<file path="src/rtl/wb_pkg.sv">
// rtl/wb_pkg.sv - shared definitions for the Wishbone command master
//
// Purpose: default bus widths, FSM state encoding and response status codes
//          shared by wb_cmd_master and its timeout timer.
// Ports:   none (package).
package wb_pkg;

  localparam int WB_DAT_WIDTH_DEF = 32;
  localparam int WB_ADR_WIDTH_DEF = 32;

  typedef enum logic [1:0] {
    ST_IDLE = 2'd0,
    ST_BUS  = 2'd1,
    ST_RESP = 2'd2
  } wb_state_e;

  // Value driven on rsp_err_o
  localparam logic RSP_OK      = 1'b0;
  localparam logic RSP_TIMEOUT = 1'b1;

  // Saturation value of the timed-out transfer counter
  localparam logic [7:0] TO_CNT_SAT = 8'hFF;

endpackage

</file>
<file path="src/rtl/wb_timeout_timer.sv">
// rtl/wb_timeout_timer.sv - clear/enable counter with terminal-count flag
//
// Purpose: counts cycles a Wishbone strobe has been waiting for ack.
// Ports:
//   clk, rst   clock, synchronous active-high reset
//   clear      force count to zero (has priority over enable)
//   enable     advance count by one (holds once terminal count is reached)
//   expired    high while count == TIMEOUT_CYCLES-1
module wb_timeout_timer #(
  parameter int TIMEOUT_CYCLES = 255,
  parameter int TO_CNT_WIDTH   = 8
) (
  input  logic clk,
  input  logic rst,
  input  logic clear,
  input  logic enable,
  output logic expired
);

  localparam logic [TO_CNT_WIDTH-1:0] TERMINAL = TO_CNT_WIDTH'(TIMEOUT_CYCLES - 1);

  logic [TO_CNT_WIDTH-1:0] count;

  assign expired = (count == TERMINAL);

  // Holding at terminal count keeps the counter from wrapping if the
  // owner is a cycle late in clearing it.
  always_ff @(posedge clk) begin
    if (rst || clear) begin
      count <= '0;
    end else if (enable && !expired) begin
      count <= count + 1'b1;
    end
  end

endmodule

</file>
<file path="src/rtl/wb_cmd_master.sv">
// rtl/wb_cmd_master.sv - Wishbone classic single-transfer initiator
//
// Purpose: takes read/write commands on a valid/ready port, runs one Wishbone
//          classic cycle per command and returns read data or a timeout error
//          on a valid/ready response port.
// Ports:
//   clk, rst                      clock, synchronous active-high reset
//   cmd_valid_i/cmd_ready_o       command handshake (ready only in IDLE)
//   cmd_we_i/cmd_adr_i/cmd_dat_i  command type, address, write data
//   rsp_valid_o/rsp_ready_i       response handshake
//   rsp_dat_o/rsp_err_o/rsp_we_o  read data, timeout flag, command type echo
//   wb_*                          Wishbone initiator signals
//   busy_o                        high while a command is in flight
//   timeout_cnt_o                 saturating count of timed-out transfers
module wb_cmd_master
  import wb_pkg::*;
#(
  parameter int WB_DAT_WIDTH   = WB_DAT_WIDTH_DEF,
  parameter int WB_ADR_WIDTH   = WB_ADR_WIDTH_DEF,
  parameter int TIMEOUT_CYCLES = 255,
  parameter int TO_CNT_WIDTH   = 8
) (
  input  logic                    clk,
  input  logic                    rst,
  input  logic                    cmd_valid_i,
  output logic                    cmd_ready_o,
  input  logic                    cmd_we_i,
  input  logic [WB_ADR_WIDTH-1:0] cmd_adr_i,
  input  logic [WB_DAT_WIDTH-1:0] cmd_dat_i,
  output logic                    rsp_valid_o,
  input  logic                    rsp_ready_i,
  output logic [WB_DAT_WIDTH-1:0] rsp_dat_o,
  output logic                    rsp_err_o,
  output logic                    rsp_we_o,
  output logic [WB_ADR_WIDTH-1:0] wb_adr_o,
  output logic [WB_DAT_WIDTH-1:0] wb_dat_o,
  output logic                    wb_we_o,
  output logic                    wb_cyc_o,
  output logic                    wb_stb_o,
  input  logic                    wb_ack_i,
  input  logic [WB_DAT_WIDTH-1:0] wb_dat_i,
  output logic                    busy_o,
  output logic [7:0]              timeout_cnt_o
);

  wb_state_e state;
  logic      expired;

  assign cmd_ready_o = (state == ST_IDLE);
  assign busy_o      = (state != ST_IDLE);

  // Timer is held at zero outside BUS, so it restarts for every transfer.
  wb_timeout_timer #(
    .TIMEOUT_CYCLES(TIMEOUT_CYCLES),
    .TO_CNT_WIDTH  (TO_CNT_WIDTH)
  ) u_timer (
    .clk    (clk),
    .rst    (rst),
    .clear  (state != ST_BUS),
    .enable (state == ST_BUS),
    .expired(expired)
  );

  always_ff @(posedge clk) begin
    if (rst) begin
      state         <= ST_IDLE;
      wb_adr_o      <= '0;
      wb_dat_o      <= '0;
      wb_we_o       <= 1'b0;
      wb_cyc_o      <= 1'b0;
      wb_stb_o      <= 1'b0;
      rsp_valid_o   <= 1'b0;
      rsp_dat_o     <= '0;
      rsp_err_o     <= RSP_OK;
      rsp_we_o      <= 1'b0;
      timeout_cnt_o <= '0;
    end else begin
      case (state)
        ST_IDLE: begin
          // cmd_ready_o is implied by being in IDLE
          if (cmd_valid_i) begin
            wb_adr_o <= cmd_adr_i;
            wb_dat_o <= cmd_dat_i;
            wb_we_o  <= cmd_we_i;
            wb_cyc_o <= 1'b1;
            wb_stb_o <= 1'b1;
            state    <= ST_BUS;
          end
        end
        ST_BUS: begin
          // ack is checked first so a last-cycle ack still completes normally
          if (wb_ack_i) begin
            wb_cyc_o    <= 1'b0;
            wb_stb_o    <= 1'b0;
            rsp_dat_o   <= wb_we_o ? '0 : wb_dat_i;
            rsp_err_o   <= RSP_OK;
            rsp_we_o    <= wb_we_o;
            rsp_valid_o <= 1'b1;
            state       <= ST_RESP;
          end else if (expired) begin
            wb_cyc_o    <= 1'b0;
            wb_stb_o    <= 1'b0;
            rsp_dat_o   <= '0;
            rsp_err_o   <= RSP_TIMEOUT;
            rsp_we_o    <= wb_we_o;
            rsp_valid_o <= 1'b1;
            if (timeout_cnt_o != TO_CNT_SAT) begin
              timeout_cnt_o <= timeout_cnt_o + 8'd1;
            end
            state       <= ST_RESP;
          end
        end
        ST_RESP: begin
          if (rsp_ready_i) begin
            rsp_valid_o <= 1'b0;
            state       <= ST_IDLE;
          end
        end
        default: state <= ST_IDLE;
      endcase
    end
  end

endmodule

</file>
<file path="config.mk">
export PLATFORM = sky130hd
export DESIGN_NAME = wb_cmd_master
export DESIGN_NICKNAME = d
export VERILOG_FILES = /design/src/rtl/wb_pkg.sv /design/src/rtl/wb_timeout_timer.sv /design/src/rtl/wb_cmd_master.sv
export SDC_FILE = /design/constraint.sdc
export NUM_CORES = 1
export LEC_CHECK = 0
export ABC_AREA = 1
export ABC_CLOCK_PERIOD_IN_PS = 2100
export CORE_UTILIZATION = 42
export CTS_CLUSTER_DIAMETER = 200
export CTS_CLUSTER_SIZE = 30
export DETAILED_ROUTE_END_ITERATION = 8
export GPL_ROUTABILITY_DRIVEN = 0
export PLACE_DENSITY = 0.78
export SLEW_MARGIN = 20
export SYNTH_ARGS = -nofsm -noshare
export SYNTH_HDL_FRONTEND = slang
export SYNTH_SLANG_ARGS = --single-unit
</file>
<file path="constraint.sdc">
create_clock -name clk -period 2.1 [get_ports clk]
set_input_delay 0.42 -clock clk [delete_from_list [all_inputs] [get_ports clk]]
set_output_delay 0.42 -clock clk [all_outputs]
set_load 0.02 [all_outputs]
</file>
# Word level (Yosys, flattened, before mapping)
# Cells that the tools add are included.
# word_totals
ff_bits	119
input_bits	102
word_cells	55
# op_classes
add_sub_neg	2
eq_ne	8
n_mux	19
bitwise	1
n_reduce_logical	14
# op_table
operator	n
$mux W32	3
$add A8 B1 Y8 const B	2
$mux W1	9
$reduce_and A3 Y1	3
$eq A8 B8 Y1 const B	1
$mux W2	4
$ne A8 B8 Y1 const B	1
$reduce_bool A2 Y1	4
$pmux W2 S3	1
$ne A2 B2 Y1 const B	2
$pmux W1 S2	2
$reduce_and A2 Y1	2
$reduce_and A4 Y1	1
$ne A3 B3 Y1 const B	1
$eq A2 B1 Y1 const B	1
$eq A2 B2 Y1 const B	1
$logic_not A2 Y1	1
$ne A2 B1 Y1 const B	1
$logic_and A1 B1 Y1	1
$logic_not A1 Y1	1
$logic_or A1 B1 Y1	1
$not A1 Y1	1

# Longest topological paths before layout
# Gate-level depths: netlist of run 1.
# logic_depth
ltp_word	4
depth_mapped	11
ltp_nobuf	9

# Cells and area by module
# Synthesis of run 1 repeated with hierarchy kept, for this count alone.
# unflattened
cells_unflattened	601
area_unflattened_um2	4659.5
# by_module_without_submodules
module	instances	cells_each	area_per_inst_um2	seq_area_each_um2
wb_cmd_master	1	532	4181.5	2222.1
wb_timeout_timer	1	69	478.0	160.2

# Least setup slack after synthesis of run 1
# OpenSTA, ideal clock, no wires.
# synth_timing
kind	register to register
from	reg u_timer.count[0]
to	reg rsp_dat_o[15]
setup_time_ns	0.113
arrival_ns	1.392
required_ns	1.987
setup_slack_ns	0.595
stages_incl_launch_ff	12
synth_period_minus_slack_ns	1.505
cell_sequence	dfxtp_1 -> inv_1 -> ha_1 -> nand2_1 -> nor2_1 -> nand2_2 -> a21oi_4 -> buf_6 -> buf_6 -> nand2_1 -> nand2_1 -> nor2_1
# synth_between
elab_chain_cells	3
# synth_lines
item	line_no	source
start, declared	wb_timeout_timer.sv:22	logic [TO_CNT_WIDTH-1:0] count;
start signal, assigned	wb_timeout_timer.sv:32	count <= count + 1'b1;
$eq A8 B8 Y1	wb_timeout_timer.sv:24	assign expired = (count == TERMINAL);
$reduce_bool A2 Y1 (no line)	n/a	
$reduce_and A2 Y1 (no line)	n/a	
end signal, assigned	wb_cmd_master.sv:95	rsp_dat_o <= wb_we_o ? '0 : wb_dat_i;
end, declared	wb_cmd_master.sv:32	output logic [WB_DAT_WIDTH-1:0] rsp_dat_o,
# No other way between the ends.
# A chain may end at the register's enable or synchronous reset.

# Worst setup path after layout of run 1
# layout_timing
from	reg state[1]
to	out busy_o
# layout_between
elab_chain_cells	1
# layout_lines
item	line_no	source
start, declared	wb_cmd_master.sv:46	wb_state_e state;
start signal, assigned	wb_cmd_master.sv:66	state <= ST_IDLE;
start signal, assigned	wb_cmd_master.sv:87	state <= ST_BUS;
start signal, assigned	wb_cmd_master.sv:99	state <= ST_RESP;
$reduce_bool A2 Y1	wb_cmd_master.sv:50	assign busy_o = (state != ST_IDLE);
end, declared	wb_cmd_master.sv:42	output logic busy_o,
# No other way between the ends.

==> impl.org, run 1 <==
** Floorplanning
- Die boundary height :: 108 microns
- Core region area :: between 0.01 and 0.015 sq mm
- Die area :: around 0.012 sq mm
- Row count :: 38
- IO Pins :: around 210
- Effective utilization at floorplan :: between 40% and 50%
- Chip width :: 108 microns

** Global route
- Aggregate global-route resource usage :: between 20% and 30%
- First-pass GRT wire length :: just over 20 mm
- The via count of the first global-routing pass is about 4500.
- Number of antenna violations at the first check in global routing :: 0
- Entering global routing, the biggest net connects between 60 and 70 pins.
- Sum of overflow across all layers after global routing :: 0

** Synthesis
- Xor-xnor portion of the synthesized cell area :: less than 1%
- Share of the synthesized area in compound gates (AO/OA/AOI/OAI) :: a little over a tenth
- Of the post-synthesis cell area, the part taken by muxes is 0%.
- Post-synthesis share of cell area spent on full adders, half adders and majority gates :: less than 1%
- FF+latch count, synth :: between 100 and 150
- Area fraction in and, or, nand and nor cells after synthesis :: a little under a third
- Top cells by area in the synthesized netlist :: sky130_fd_sc_hd__dfxtp_1, sky130_fd_sc_hd__nor2_1, sky130_fd_sc_hd__nand2_1
- Number of library cell types mapped by synthesis :: 25
- Post-synthesis instance total :: 661
- Part of the Yosys area used for sequential elements :: between 50% and 60%
- Netlist area before placement :: roughly 0.0047 sq mm
- Biggest area consumer among synthesized cells :: sky130_fd_sc_hd__dfxtp_1
- Of the post-synthesis cell area, the dominant cell type holds 50.7%.
- For this run, the number of Yosys warnings is 0.
- The number of nets handed over by synthesis was about 770.
- Mean instance size in the synthesized netlist :: 7.12 sq um
- By area, the combinational part of the netlist is dominated by simple AND/OR/NAND/NOR gates.

** Clock tree
- Clock Pin Slew Worst Setup and Hold Paths :: around 0.050 ns
- TritonCTS buffer count :: 17
- CTS built an H-tree with a depth of 4.
- The longest clock path from root to sink contains 2 buffers.
- The tree built by TritonCTS fans out to roughly 120 sinks.
- The clock reaches the later pin of the worst-skew pair after 0.50 ns.
- Clk root buf :: sky130_fd_sc_hd__clkbuf_8
- TritonCTS built the clock tree.

** Setup path
- Required time worst endpoint :: 1.68 ns
- Critical Setup Path Class :: reg -> out
- Crit. End Element :: output port
- STA classifies the critical path startpoint as a register.
- Along the worst path, the maximum fanout reaches 4.
- Signal arrival time at the worst endpoint :: ~1.6 ns

** STA
- Final hold analysis gives a worst-case slack of about 0.48 ns.
- Count of final setup violators :: 0
- Peak Freq :: between 400 and 500 MHz
- At the pin with the least slew margin, the transition time is between 0.3 and 0.4 ns.
- The worst path uses a little over nine tenths of the clock period.
- Count of endpoints failing hold in the final timing report :: 0
- The routed design could run at a clock period as short as 2.02 ns.
- For the final database, setup skew stands at approximately 0.0079 ns.
- The final number of max-transition violations is 0.
- Worst setup margin :: 0.0828 ns
- Setup repair after global routing left no endpoint under its margin.
- Worst slew margin :: 75.4%
- Summed over all failing endpoints, the final setup total negative slack is 0 ns.

** Detailed routing
- DR vias/cell :: between 4 and 5
- First-pass iteration count of the detailed router :: 4
- Antenna-violating nets left :: 0
- The routed layout has ~4800 vias.
- The detailed router finished its first iteration with about 280 violations.
- The final layout contains routed wiring with a total length of 13.0 mm.
- Mean routed wirelength per cell :: between 10 and 15 microns
- In the routed design, unresolved DRC markers number 0.

** Run status
- The run finished with clean final reports.

** Layout
- Leaving out filler cells and counting taps, the final layout contains 1018.
- Commonest cells after routing, fill and taps aside :: sky130_fd_sc_hd__clkdlybuf4s50_1, sky130_fd_sc_hd__nor2_1, sky130_fd_sc_hd__nand2_1
- Antenna diodes :: 0
- After the last flow step, the layout net total stands at 971.
- Fraction of final layout cells sized beyond drive strength 1 :: 5.92%
- Leaving out fill and tap cells, the most frequent cell in the layout is sky130_fd_sc_hd__clkdlybuf4s50_1.
- Area growth, synth to finish :: 61.1%

** Power
- Leakage Power :: between 3 and 4 nW
- For this design the ratio of total power to cell area is a little under 900 mW/mm^2.
- Worst ir drop on vdd :: 500 uV

** Min path
- Worst hold path type :: reg -> reg

** Placement
- Dpl hpwl :: 9.15 mm
- Number of placed cells counting well taps :: around 1000
- Input/output buffers :: 213
- OpenSTA, run right after detailed placement, puts the worst setup slack at ~0.22 ns.

** Job
- Max-cap violations in this run came to 0.
-- worst max-delay path: stages (launching register included) --
cell and delay, ns:
sky130_fd_sc_hd__dfxtp_1 0.38, sky130_fd_sc_hd__nor2_2 0.08, sky130_fd_sc_hd__inv_1 0.05, sky130_fd_sc_hd__clkdlybuf4s50_1 0.59
-- area by class of cell --
cell class	count	area (sq um)
clock buffers	19	442
clock inverters	12	176
fillers	881	3310
inverters	21	78.8
multi-input cells	485	2060
flip-flops and latches	119	2380
well taps	140	175
repair buffers	222	2260
-- synth_stat cells --
cell type,n
sky130_fd_sc_hd__nor2_1,207
sky130_fd_sc_hd__o21ai_0,79
sky130_fd_sc_hd__inv_2,1
sky130_fd_sc_hd__buf_4,1
sky130_fd_sc_hd__nor2_4,1
sky130_fd_sc_hd__clkbuf_1,19
sky130_fd_sc_hd__nand2_1,153
sky130_fd_sc_hd__clkinv_1,1
sky130_fd_sc_hd__a21oi_4,1
sky130_fd_sc_hd__nor3_1,1
sky130_fd_sc_hd__nand3_2,1
sky130_fd_sc_hd__xor2_1,4
sky130_fd_sc_hd__nand3b_1,3
sky130_fd_sc_hd__buf_2,9
sky130_fd_sc_hd__a21oi_1,21
sky130_fd_sc_hd__nand4_1,2
sky130_fd_sc_hd__nand3_1,5
sky130_fd_sc_hd__buf_1,2
sky130_fd_sc_hd__ha_1,3
sky130_fd_sc_hd__buf_6,5
sky130_fd_sc_hd__xnor2_1,1
sky130_fd_sc_hd__dfxtp_1,119
sky130_fd_sc_hd__inv_1,19
sky130_fd_sc_hd__nand2_2,2
sky130_fd_sc_hd__nor2_2,1
-- worst paths after layout --
check | start | to | slack [ns] | depth (start not counted)
worst max-delay path | state[1] | busy_o | 0.08 | 3
worst min-delay path | wb_adr_o[5] | wb_adr_o[5] | 0.48 | 2
worst max register to register | u_timer.count[0] | rsp_dat_o[1] | 0.30 | 10
worst min register to register | wb_adr_o[5] | wb_adr_o[5] | 0.48 | 2
-- layer usage --
metal	GRT usage [%]	wire length (microns)	vias to the layer above
met2	38.0	6330	168
met4	8.51	195	0
met1	24.6	5270	2141
li1	-	-	2475
met3	9.38	1200	15
met5	0	0	-
-- registers in the layout, summed over array words and instances, names as in the netlist --
signal	flops
rsp_dat_o	32
wb_adr_o	32
wb_dat_o	32
timeout_cnt_o	8
u_timer.count	8
state	2
rsp_err_o	1
rsp_valid_o	1
rsp_we_o	1
wb_stb_o	1
wb_we_o	1
-- power breakdown --
group	switching, mW	internal [mW]
combinational	0.594	0.577
sequential	0.0841	2.42
clock	1.01	1.98
-- what timing repair did --
item,in CTS,in global routing
hold buffers,0,0
gates cloned,0,0
setup buffers,0,0
endpoints found under the hold margin,0,0
setup endpoints to repair,1,1
resized for setup,1,1
-- stage by stage --
stage | utilization, % | power (mW) | instance area [sq um]
after CTS | 69.6 | 6.71 | 7570
final | 69.6 | 6.66 | 7580
after floorplan | - | 3.11 | 4700
after detailed placement | 63.9 | 3.73 | 6960
after global placement | 63.9 | 3.70 | 6960
after global routing | 69.6 | 6.94 | 7580
-- cell families after synthesis --
family	count (synthesis)
AOI/OAI and AO/OA	101
DFF	119
adders and majority gates	3
xor gates and xnor gates	5
buffers and inverters	57
and+or+nand+nor	376
No activity file was read; power rests on OpenSTA's default activity.
==> inputs of run 2 (changes only) <==
Settings changed: TNS_END_PERCENT set to 100.
==> results of run 2 <==
Final layout, timing and power as in run 1 (identical DEF).
